===== src/rtl/ccd_timing_pkg.sv =====
// Shared timing definitions for the linear-sensor CCD front end.
// Holds the phase-generator FSM encoding and the default widths and
// exposure constants that the sensor top and the phase generator agree on.
package ccd_timing_pkg;

  // Default geometry of the phase generator.
  localparam int unsigned DEF_N_CH     = 3;
  localparam int unsigned DEF_PW       = 16;
  localparam int unsigned DEF_EW       = 32;
  localparam int unsigned FSEL_W       = 8;

  // Default exposure timing: period = MIN_EXP + f_select * EXP_STEP clk cycles.
  localparam int unsigned DEF_MIN_EXP  = 32'h0018_6A00;
  localparam int unsigned DEF_EXP_STEP = 32'h0000_6429;

  // Run-control states.
  //   ST_IDLE  : outputs quiet, counters parked.
  //   ST_RUN   : free-running line and exposure timing.
  //   ST_DRAIN : run request withdrawn, finishing the current line period.
  typedef enum logic [1:0] {
    ST_IDLE  = 2'd0,
    ST_RUN   = 2'd1,
    ST_DRAIN = 2'd2
  } ccd_state_t;

endpackage : ccd_timing_pkg


===== src/rtl/ccd_phase_window.sv =====
// One CCD phase channel: compares the shared line count against this
// channel's shadowed rise/fall positions and registers the result.
// A rise position above the fall position describes a window that wraps
// through the end of the line (e.g. a 180 degree complementary clock).
// Equal positions give a constant-low output. Positions at or beyond the
// line period are never reached by the counter, so that edge simply never
// happens.
module ccd_phase_window
  import ccd_timing_pkg::*;
#(
  parameter int PW = DEF_PW
) (
  input  logic          clk,
  input  logic          rst,
  input  logic          active,
  input  logic [PW-1:0] cnt,
  input  logic [PW-1:0] rise,
  input  logic [PW-1:0] fall,
  output logic          phi
);

  logic in_window;

  // Window decode for the current line position.
  always_comb begin
    // NOTE: every signal written in a combinational block gets a default
    // first, so no path leaves it unassigned and no latch is inferred.
    in_window = 1'b0;
    if (rise < fall) begin
      in_window = (cnt >= rise) && (cnt < fall);
    end else if (rise > fall) begin
      in_window = (cnt >= rise) || (cnt < fall);
    end
  end

  // Output flop: one cycle behind the line count, forced low when inactive.
  always_ff @(posedge clk) begin
    // NOTE: clocked state is written with non-blocking assignments so every
    // flop samples the pre-edge values regardless of statement order.
    if (rst) begin
      phi <= 1'b0;
    end else begin
      phi <= active & in_window;
    end
  end

endmodule : ccd_phase_window


===== src/rtl/ccd_phase_gen.sv =====
// CCD clock/phase generator.
// A single line counter drives N_CH programmable phase windows, and an
// independent exposure counter produces the one-clock exposure pulse phi_p.
// Line geometry (period and edge positions) is shadowed at run start and at
// every line wrap, so reprogramming mid-line never produces a runt pulse.
// Dropping enable lets the current line finish before the outputs go quiet.
module ccd_phase_gen
  import ccd_timing_pkg::*;
#(
  parameter int          N_CH     = DEF_N_CH,
  parameter int          PW       = DEF_PW,
  parameter int          EW       = DEF_EW,
  parameter int unsigned MIN_EXP  = DEF_MIN_EXP,
  parameter int unsigned EXP_STEP = DEF_EXP_STEP
) (
  input  logic               clk,
  input  logic               rst,
  input  logic               enable,
  input  logic [PW-1:0]      period,
  input  logic [N_CH*PW-1:0] ch_rise,
  input  logic [N_CH*PW-1:0] ch_fall,
  input  logic [FSEL_W-1:0]  f_select,
  output logic [N_CH-1:0]    phi,
  output logic               phi_p,
  output logic               line_tick,
  output logic               busy
);

  ccd_state_t state;
  ccd_state_t next_state;

  // Line timing: live counter plus the shadow copy of the line geometry.
  logic [PW-1:0]      line_cnt;
  logic [PW-1:0]      per_sh;
  logic [N_CH*PW-1:0] rise_sh;
  logic [N_CH*PW-1:0] fall_sh;

  // Exposure timing: counter plus the shadowed exposure period.
  logic [EW-1:0]      exp_cnt;
  logic [EW-1:0]      exp_sh;

  logic [PW-1:0]      per_eff;
  logic [EW-1:0]      exp_period;
  logic               running;
  logic               start;
  logic               line_last;
  logic               exp_last;
  logic               keep_phi;

  // A line shorter than two cycles cannot hold a rise and a fall, so clamp.
  assign per_eff    = (period < PW'(2)) ? PW'(2) : period;

  // Exposure period at EW bits; overflow is left to the caller's choice of range.
  assign exp_period = EW'(MIN_EXP) + EW'(f_select) * EW'(EXP_STEP);

  assign running    = (state != ST_IDLE);
  assign busy       = running;
  assign start      = (state == ST_IDLE) && enable;
  assign line_last  = (line_cnt == per_sh - PW'(1));
  assign exp_last   = (exp_cnt == exp_sh - EW'(1));

  // Phases are driven only while the FSM stays active into the next cycle,
  // so the last line of a drain ends with all phases low.
  assign keep_phi   = running && (next_state != ST_IDLE);

  // Run-control state register.
  always_ff @(posedge clk) begin
    if (rst) begin
      state <= ST_IDLE;
    end else begin
      state <= next_state;
    end
  end

  // Run-control next state: drain finishes the line, re-enable resumes in place.
  always_comb begin
    next_state = state;
    unique case (state)
      ST_IDLE: begin
        if (enable) begin
          next_state = ST_RUN;
        end
      end
      ST_RUN: begin
        if (!enable) begin
          // A withdrawal that lands on the last cycle of a line stops at once.
          next_state = line_last ? ST_IDLE : ST_DRAIN;
        end
      end
      ST_DRAIN: begin
        if (enable) begin
          next_state = ST_RUN;
        end else if (line_last) begin
          next_state = ST_IDLE;
        end
      end
      default: next_state = ST_IDLE;
    endcase
  end

  // Line counter and line-geometry shadows, reloaded at start and on each wrap.
  always_ff @(posedge clk) begin
    if (rst) begin
      line_cnt  <= '0;
      per_sh    <= '0;
      rise_sh   <= '0;
      fall_sh   <= '0;
      line_tick <= 1'b0;
    end else begin
      line_tick <= running && line_last;
      if (start) begin
        line_cnt <= '0;
        per_sh   <= per_eff;
        rise_sh  <= ch_rise;
        fall_sh  <= ch_fall;
      end else if (running) begin
        if (line_last) begin
          line_cnt <= '0;
          per_sh   <= per_eff;
          rise_sh  <= ch_rise;
          fall_sh  <= ch_fall;
        end else begin
          line_cnt <= line_cnt + PW'(1);
        end
      end
    end
  end

  // Exposure counter: frozen in IDLE, exposure period picked up only at its own wrap.
  always_ff @(posedge clk) begin
    if (rst) begin
      exp_cnt <= '0;
      exp_sh  <= '0;
      phi_p   <= 1'b0;
    end else begin
      phi_p <= running && exp_last;
      if (start) begin
        exp_cnt <= '0;
        exp_sh  <= exp_period;
      end else if (running) begin
        if (exp_last) begin
          exp_cnt <= '0;
          exp_sh  <= exp_period;
        end else begin
          exp_cnt <= exp_cnt + EW'(1);
        end
      end
    end
  end

  // One window comparator and output flop per phase channel.
  for (genvar g = 0; g < N_CH; g++) begin : g_ch
    ccd_phase_window #(
      .PW(PW)
    ) u_window (
      .clk   (clk),
      .rst   (rst),
      .active(keep_phi),
      .cnt   (line_cnt),
      .rise  (rise_sh[g*PW +: PW]),
      .fall  (fall_sh[g*PW +: PW]),
      .phi   (phi[g])
    );
  end

endmodule : ccd_phase_gen

===== config.mk =====
export PLATFORM = sky130hd
export DESIGN_NAME = ccd_phase_gen
export DESIGN_NICKNAME = d
export VERILOG_FILES = /design/src/rtl/ccd_timing_pkg.sv /design/src/rtl/ccd_phase_window.sv /design/src/rtl/ccd_phase_gen.sv
export SDC_FILE = /design/constraint.sdc
export NUM_CORES = 1
export LEC_CHECK = 0
export ABC_AREA = 1
export CAP_MARGIN = 10
export CORE_UTILIZATION = 35
export CTS_BUF_LIST = sky130_fd_sc_hd__clkbuf_4 sky130_fd_sc_hd__clkbuf_8
export DETAILED_ROUTE_END_ITERATION = 8
export GPL_TIMING_DRIVEN = 0
export MAX_ROUTING_LAYER = met4
export PLACE_DENSITY_LB_ADDON = 0.15
export SYNTH_ARGS = -nofsm -noshare
export SYNTH_HDL_FRONTEND = slang
export SYNTH_SLANG_ARGS = --single-unit

===== constraint.sdc =====
create_clock -name clk -period 4.7 [get_ports clk]
set_clock_uncertainty 0.1 [all_clocks]
set_input_delay 0.47 -clock clk [delete_from_list [all_inputs] [get_ports clk]]
set_output_delay 0.47 -clock clk [all_outputs]
set_load 0.02 [all_outputs]

# ---- Word-level counts from Yosys, hierarchy flattened
# Cells that the tools add are included.
dict set report word_totals {
  register_bits 199
  input_bits 123
  elab_cells 84
}
dict set report op_classes {
  add_sub_neg 5
  mul 1
  n_lt_le_gt_ge 13
  n_eq_ne 4
  mux 27
  n_bitwise 3
  reduce_logical 19
}
# operator n
set op_table {}
lappend op_table {{48-bit 2-to-1 mux} 6}
lappend op_table {{32-bit 2-to-1 mux} 4}
lappend op_table {{16-bit < comparator} 6}
lappend op_table {{16-bit 2-to-1 mux} 5}
lappend op_table {{16-bit greater-or-equal comparator} 3}
lappend op_table {{16-bit greater-than comparator} 3}
lappend op_table {{32-bit by 1-bit adder with 32-bit output, second input constant} 1}
lappend op_table {{32-bit equality test} 1}
lappend op_table {{32-bit by 1-bit subtractor with 32-bit output, second input constant} 1}
lappend op_table {{21-bit by 23-bit adder with 24-bit output, first input constant} 1}
lappend op_table {{8-bit by 15-bit multiplier with 23-bit output, second input constant} 1}
lappend op_table {{16-bit by 1-bit adder with 16-bit output, second input constant} 1}
lappend op_table {{16-bit equality test} 1}
lappend op_table {{16-bit by 2-bit < comparator with 1-bit output, second input constant} 1}
lappend op_table {{16-bit by 1-bit subtractor with 16-bit output, second input constant} 1}
lappend op_table {{2-bit 2-to-1 mux} 5}
lappend op_table {{2-bit nonzero test} 5}
lappend op_table {{1-bit logical AND} 7}
lappend op_table {{1-bit 2-to-1 mux} 6}
lappend op_table {{2-bit one-hot mux with 3 select lines} 1}
lappend op_table {{2-bit AND reduction} 2}
lappend op_table {{1-bit bitwise AND} 3}
lappend op_table {{1-bit logical OR} 3}
lappend op_table {{2-bit by 1-bit equality test with 1-bit output, second input constant} 1}
lappend op_table {{3 further kinds} 3}

# ---- Logic depth before layout (Yosys ltp)
dict set report depth {
  depth_word 8
  ltp_mapped 19
}

# ---- Hierarchy
# Synthesis repeated with hierarchy kept, for this count alone.
dict set report unflattened {
  hier_cells 2441
  hier_area_um2 15975.3
}
# mod n_inst cells_each area_each_um2 seq_area_each_um2
set modules_own_cells {}
lappend modules_own_cells {ccd_phase_gen 1 1856 12184.2 3763.6}
lappend modules_own_cells {ccd_phase_window 3 195 1263.7 20.0}

# ---- Worst setup path before layout
# OpenSTA, ideal clock, no wires.
dict set report synth_path {
  path_kind {input-to-reg}
  from {input port f_select[5]}
  to {register exp_sh[17]}
  setup_time_ns 0.114
  t_arrival_ns 3.270
  required_ns 4.486
  setup_slack_ns 1.216
  stages 16
  path_buffers 0
  cell_sequence {ha_1 ha_1 inv_1 fa_1 inv_1 ha_1 ha_1 a21oi_1 o21ai_0 a21oi_1 nor3_1 nor2_1 o21ai_0 xor2_1 a21oi_2 nor2_1}
}
dict set report synth_via {
  elab_chain_len 5
}
# element line
set synth_rtl {}
lappend synth_rtl {{start: declaration} ccd_phase_gen.sv:22} ;# input logic [FSEL_W-1:0] f_select,
lappend synth_rtl {{8-bit by 15-bit multiplier with 23-bit output *} ccd_phase_gen.sv:54} ;# assign exp_period = EW'(MIN_EXP) + EW'(f_select) * EW'(EXP_STEP);
lappend synth_rtl {{21-bit by 23-bit adder with 24-bit output *} ccd_phase_gen.sv:54}
lappend synth_rtl {{32-bit 2-to-1 mux} ccd_phase_gen.sv:141} ;# if (exp_last) begin
lappend synth_rtl {{32-bit 2-to-1 mux} ccd_phase_gen.sv:140} ;# end else if (running) begin
lappend synth_rtl {{32-bit 2-to-1 mux *} ccd_phase_gen.sv:137} ;# if (start) begin
lappend synth_rtl {{end signal: assignment} ccd_phase_gen.sv:139} ;# exp_sh <= exp_period;
lappend synth_rtl {{end signal: assignment} ccd_phase_gen.sv:143} ;# exp_sh <= exp_period;
lappend synth_rtl {{end: declaration} ccd_phase_gen.sv:40} ;# logic [EW-1:0] exp_sh;
# Every way passes the cells marked *; elsewhere a longest branch is shown, timed or not. The select of a mux whose other input is x is not followed.
# A chain may end at the register's enable or synchronous reset.

# ---- Worst setup path in the final report
dict set report layout_path {
  from {input port f_select[4]}
  to {register exp_sh[23]}
}
# Same word-level chain as after synthesis.

==> metrics.yaml <==
clock_tree:
  cts_tree: "done"
  hold_buffers: 0
  post_cts_buffers: 0
  path_clk_slew_ns: 0.11
  clkLatencyLatePin_ns: 0.52
  cts-root-buf: "clkbuf_8"
  clock_sinks: 191
  cts_buffer_depth: 2
  numCtsBuffers: 17
  htreeDepth: 4
  cts.repair.resized: 0
yosys:
  syn_nets: 2658
  yosysTopAreaCellShare_pct: 24.7
  yosys_warnings: 0
  syn_area_um2: 15500
  synth_area_leaders: "dfxtp_1, ha_1, nand2_1"
  syn-instance-count: 2310
  ys_seq_area_share_pct: 24.7
  ys_ff_latch: 191
  yosysUniqueCellTypes: 45
  syn_avg_cell_area_um2: 6.71
  synth.largest_area_cell: "dfxtp_1"
setup_path:
  worstSetupEndpointType: "flop"
  required_ns: 5.05
  r2r-end: "exp_cnt[19]"
  r2r_slack_ns: 1.64
  crit_type: "input port to flop"
  critical_path.startpoint: "f_select[4]"
  r2r_start: "exp_sh[0]"
  crit_path_end: "exp_sh[23]"
  critPathLaunchType: "input port"
  worstPathMaxFanout: 6
  worstRegToRegCells: 18
  arrival_ns: 4.42
finish:
  area_growth_pct: 15.8
  drive_gt1_share_pct: 5.35
  final_cell_area_um2: 17900
  fillers: 4742
  final_core_util_pct: 41.3
  final_nets: 2804
placed_design:
  gp_congestion: 0.912
  port_buffers: 127
  dp_hpwl_mm: 38.7
  postPlaceCellArea_um2: 17500
power:
  p_clk_share_pct: 25.7
  power.switching_mw: 1.85
  pwr-share-seq_pct: 37.7
  p_int_mw: 2.96
  power_density_nw_per_um2: 268
  ir_drop_mv: 0.197
  p_leak_nw: 8.84
  p_comb_share_pct: 36.6
  switching_share_pct: 38.5
  total_power_mw: 4.81
global_routing:
  grt_pass1_wl_mm: 75.1
  grt_max_degree: 19
  grt.overflow.total: 0
  grtUsageTotal_pct: 22.3
  grt_pass1_vias: 14200
  antenna_found_initial: 1
die:
  die_w_um: 212
  die_area_um2: 45100
  core_um2: 43400
  io_pins: 129
  placement_rows: 76
  initial_core_util_pct: 35.7
  die_y_um: 212
timing:
  fin_crit_ns: 4.07
  worstMarginPinSlew_ns: 0.801
  setup_tns_ns: 0
  max_freq_ghz: 0.246
  final_hold_viol_count: 0
  finalSetupViolCount: 0
  max_slew_margin_pct: 46.5
  rsz0062_at_grt: "no"
  finalMaxSlewViolations: 0
  post-route-period-util_pct: 86.5
detailed_routing:
  drc: 0
  vias_per_cell: 4.83
  wl_mm: 47.1
  route.vias.total: 14800
  drtIter0Drc: 698
  first_pass_iters: 6
  avgRoutedWirePerCell_um: 15.4
  ant_nets: 0
min_path:
  hold_class: "input port to flop"
run:
  max-cap-violations: 0
status:
  status: "complete, no violations"
how the worst min path moves through the flow:
stage	from	to	slack, ns	cells past startpoint
floorplan	per_sh[15]	per_sh[15]	0.38	2
global placement	per_sh[15]	per_sh[15]	0.40	2
detailed placement	per_sh[15]	per_sh[15]	0.41	2
CTS	rst	state[0]	0.22	2
global route	rst	line_tick	0.26	2
finish	rst	state[0]	0.25	2
layout make-up:
| cell class | count | area [um^2] | share of cell area [%] |
|---|---|---|---|
| well taps | 585 | 732 | 4.08 |
| diodes | 1 | 2.50 | 0.0140 |
| clock inverters | 14 | 194 | 1.08 |
| flip-flops and latches | 191 | 3820 | 21.3 |
| plain buffers | 69 | 353 | 1.97 |
| inverters | 318 | 1190 | 6.66 |
| repair buffers | 127 | 1270 | 7.09 |
| multi-input cells | 1732 | 10100 | 56.4 |
| clock buffers | 18 | 241 | 1.35 |
cells in the final DEF (no fill, tap or decap), drive strengths merged, types with 4 or more instances in the layout:
master         instances
nand2                454
nor2                 413
inv                  323
nand3                234
ha                   213
dfxtp                191
clkdlybuf4s50        127
a21oi                126
xor2                  57
o21ai                 57
clkbuf                45
buf                   42
nor3                  38
nand4                 37
xnor2                 25
fa                    12
or2                   10
nand3b                 9
nor4                   8
nor3b                  6
o21a                   6
a21o                   5
clkinv                 5
a31oi                  4
synth_stat cells, drive strengths merged:
library cell / n
a211oi: 2
a21o: 5
a21oi: 126
a221oi: 1
a31oi: 4
and2: 3
and3: 1
buf: 42
clkbuf: 27
clkinv: 2
dfxtp: 191
fa: 12
ha: 213
inv: 316
nand2: 454
nand3: 234
nand3b: 9
nand4: 37
nor2: 413
nor3: 38
nor3b: 6
nor4: 8
nor4b: 1
o211ai: 3
o21a: 6
o21ai: 57
o21bai: 3
o221ai: 3
o31ai: 1
or2: 10
xnor2: 25
xor2: 57
worst max-delay path, stage by stage:
cell	delay, ns
clkdlybuf4s50_1	0.69
inv_1	0.18
ha_1	0.31
inv_1	0.04
ha_1	0.26
inv_1	0.05
fa_1	0.53
inv_1	0.04
ha_1	0.28
ha_1	0.36
nand2_1	0.10
inv_1	0.06
nand3_1	0.08
nor3_1	0.24
o21ai_0	0.19
nand3_1	0.14
xor2_1	0.22
a21oi_1	0.07
nor2_1	0.11
sequential cells by signal, summed over array words and instances (netlist names):
register,flops
fall_sh,48
line_cnt,16
per_sh,16
state,2
exp_cnt,32
g_ch.u_window.phi,3
phi_p,1
line_tick,1
exp_sh,24
rise_sh,48
kinds of logic after synthesis:
group,after synthesis,share of synthesized area [%]
buffers and inverters,387,9.98
AOI/OAI and AO/OA,211,7.76
xor gates and xnor gates,82,4.64
DFF,191,24.7
and+or+nand+nor,1214,34.2
adders and majority gates,225,18.8
stage by stage:
stage          instances  setup WS, ns  hold WS (ns)
2_1_floorplan       2310          1.22         0.377
3_3_place_gp        3022        0.0958         0.397
3_5_place_dp        3022         0.132         0.407
4_1_cts             3054         0.683         0.224
5_1_grt             3055         0.347         0.263
6_report            3055         0.633         0.253
power by group through the flow:
stage               combinational (mW)  sequential [mW]  clock [mW]
global route                      2.02             1.83        1.34
CTS                               1.78             1.81        1.28
floorplan                         1.27             1.82           0
detailed placement                1.77             1.85           0
global placement                  1.75             1.85           0
finish                            1.76             1.81        1.24
layer usage:
metal,vias up,track usage (%),routed length [um]
li1,7736,-,-
met1,6767,27.1,21900
met2,214,38.1,22900
met3,52,3.22,1360
met4,0,6.20,942
met5,-,-,0
(Power assumes the default switching activity.)
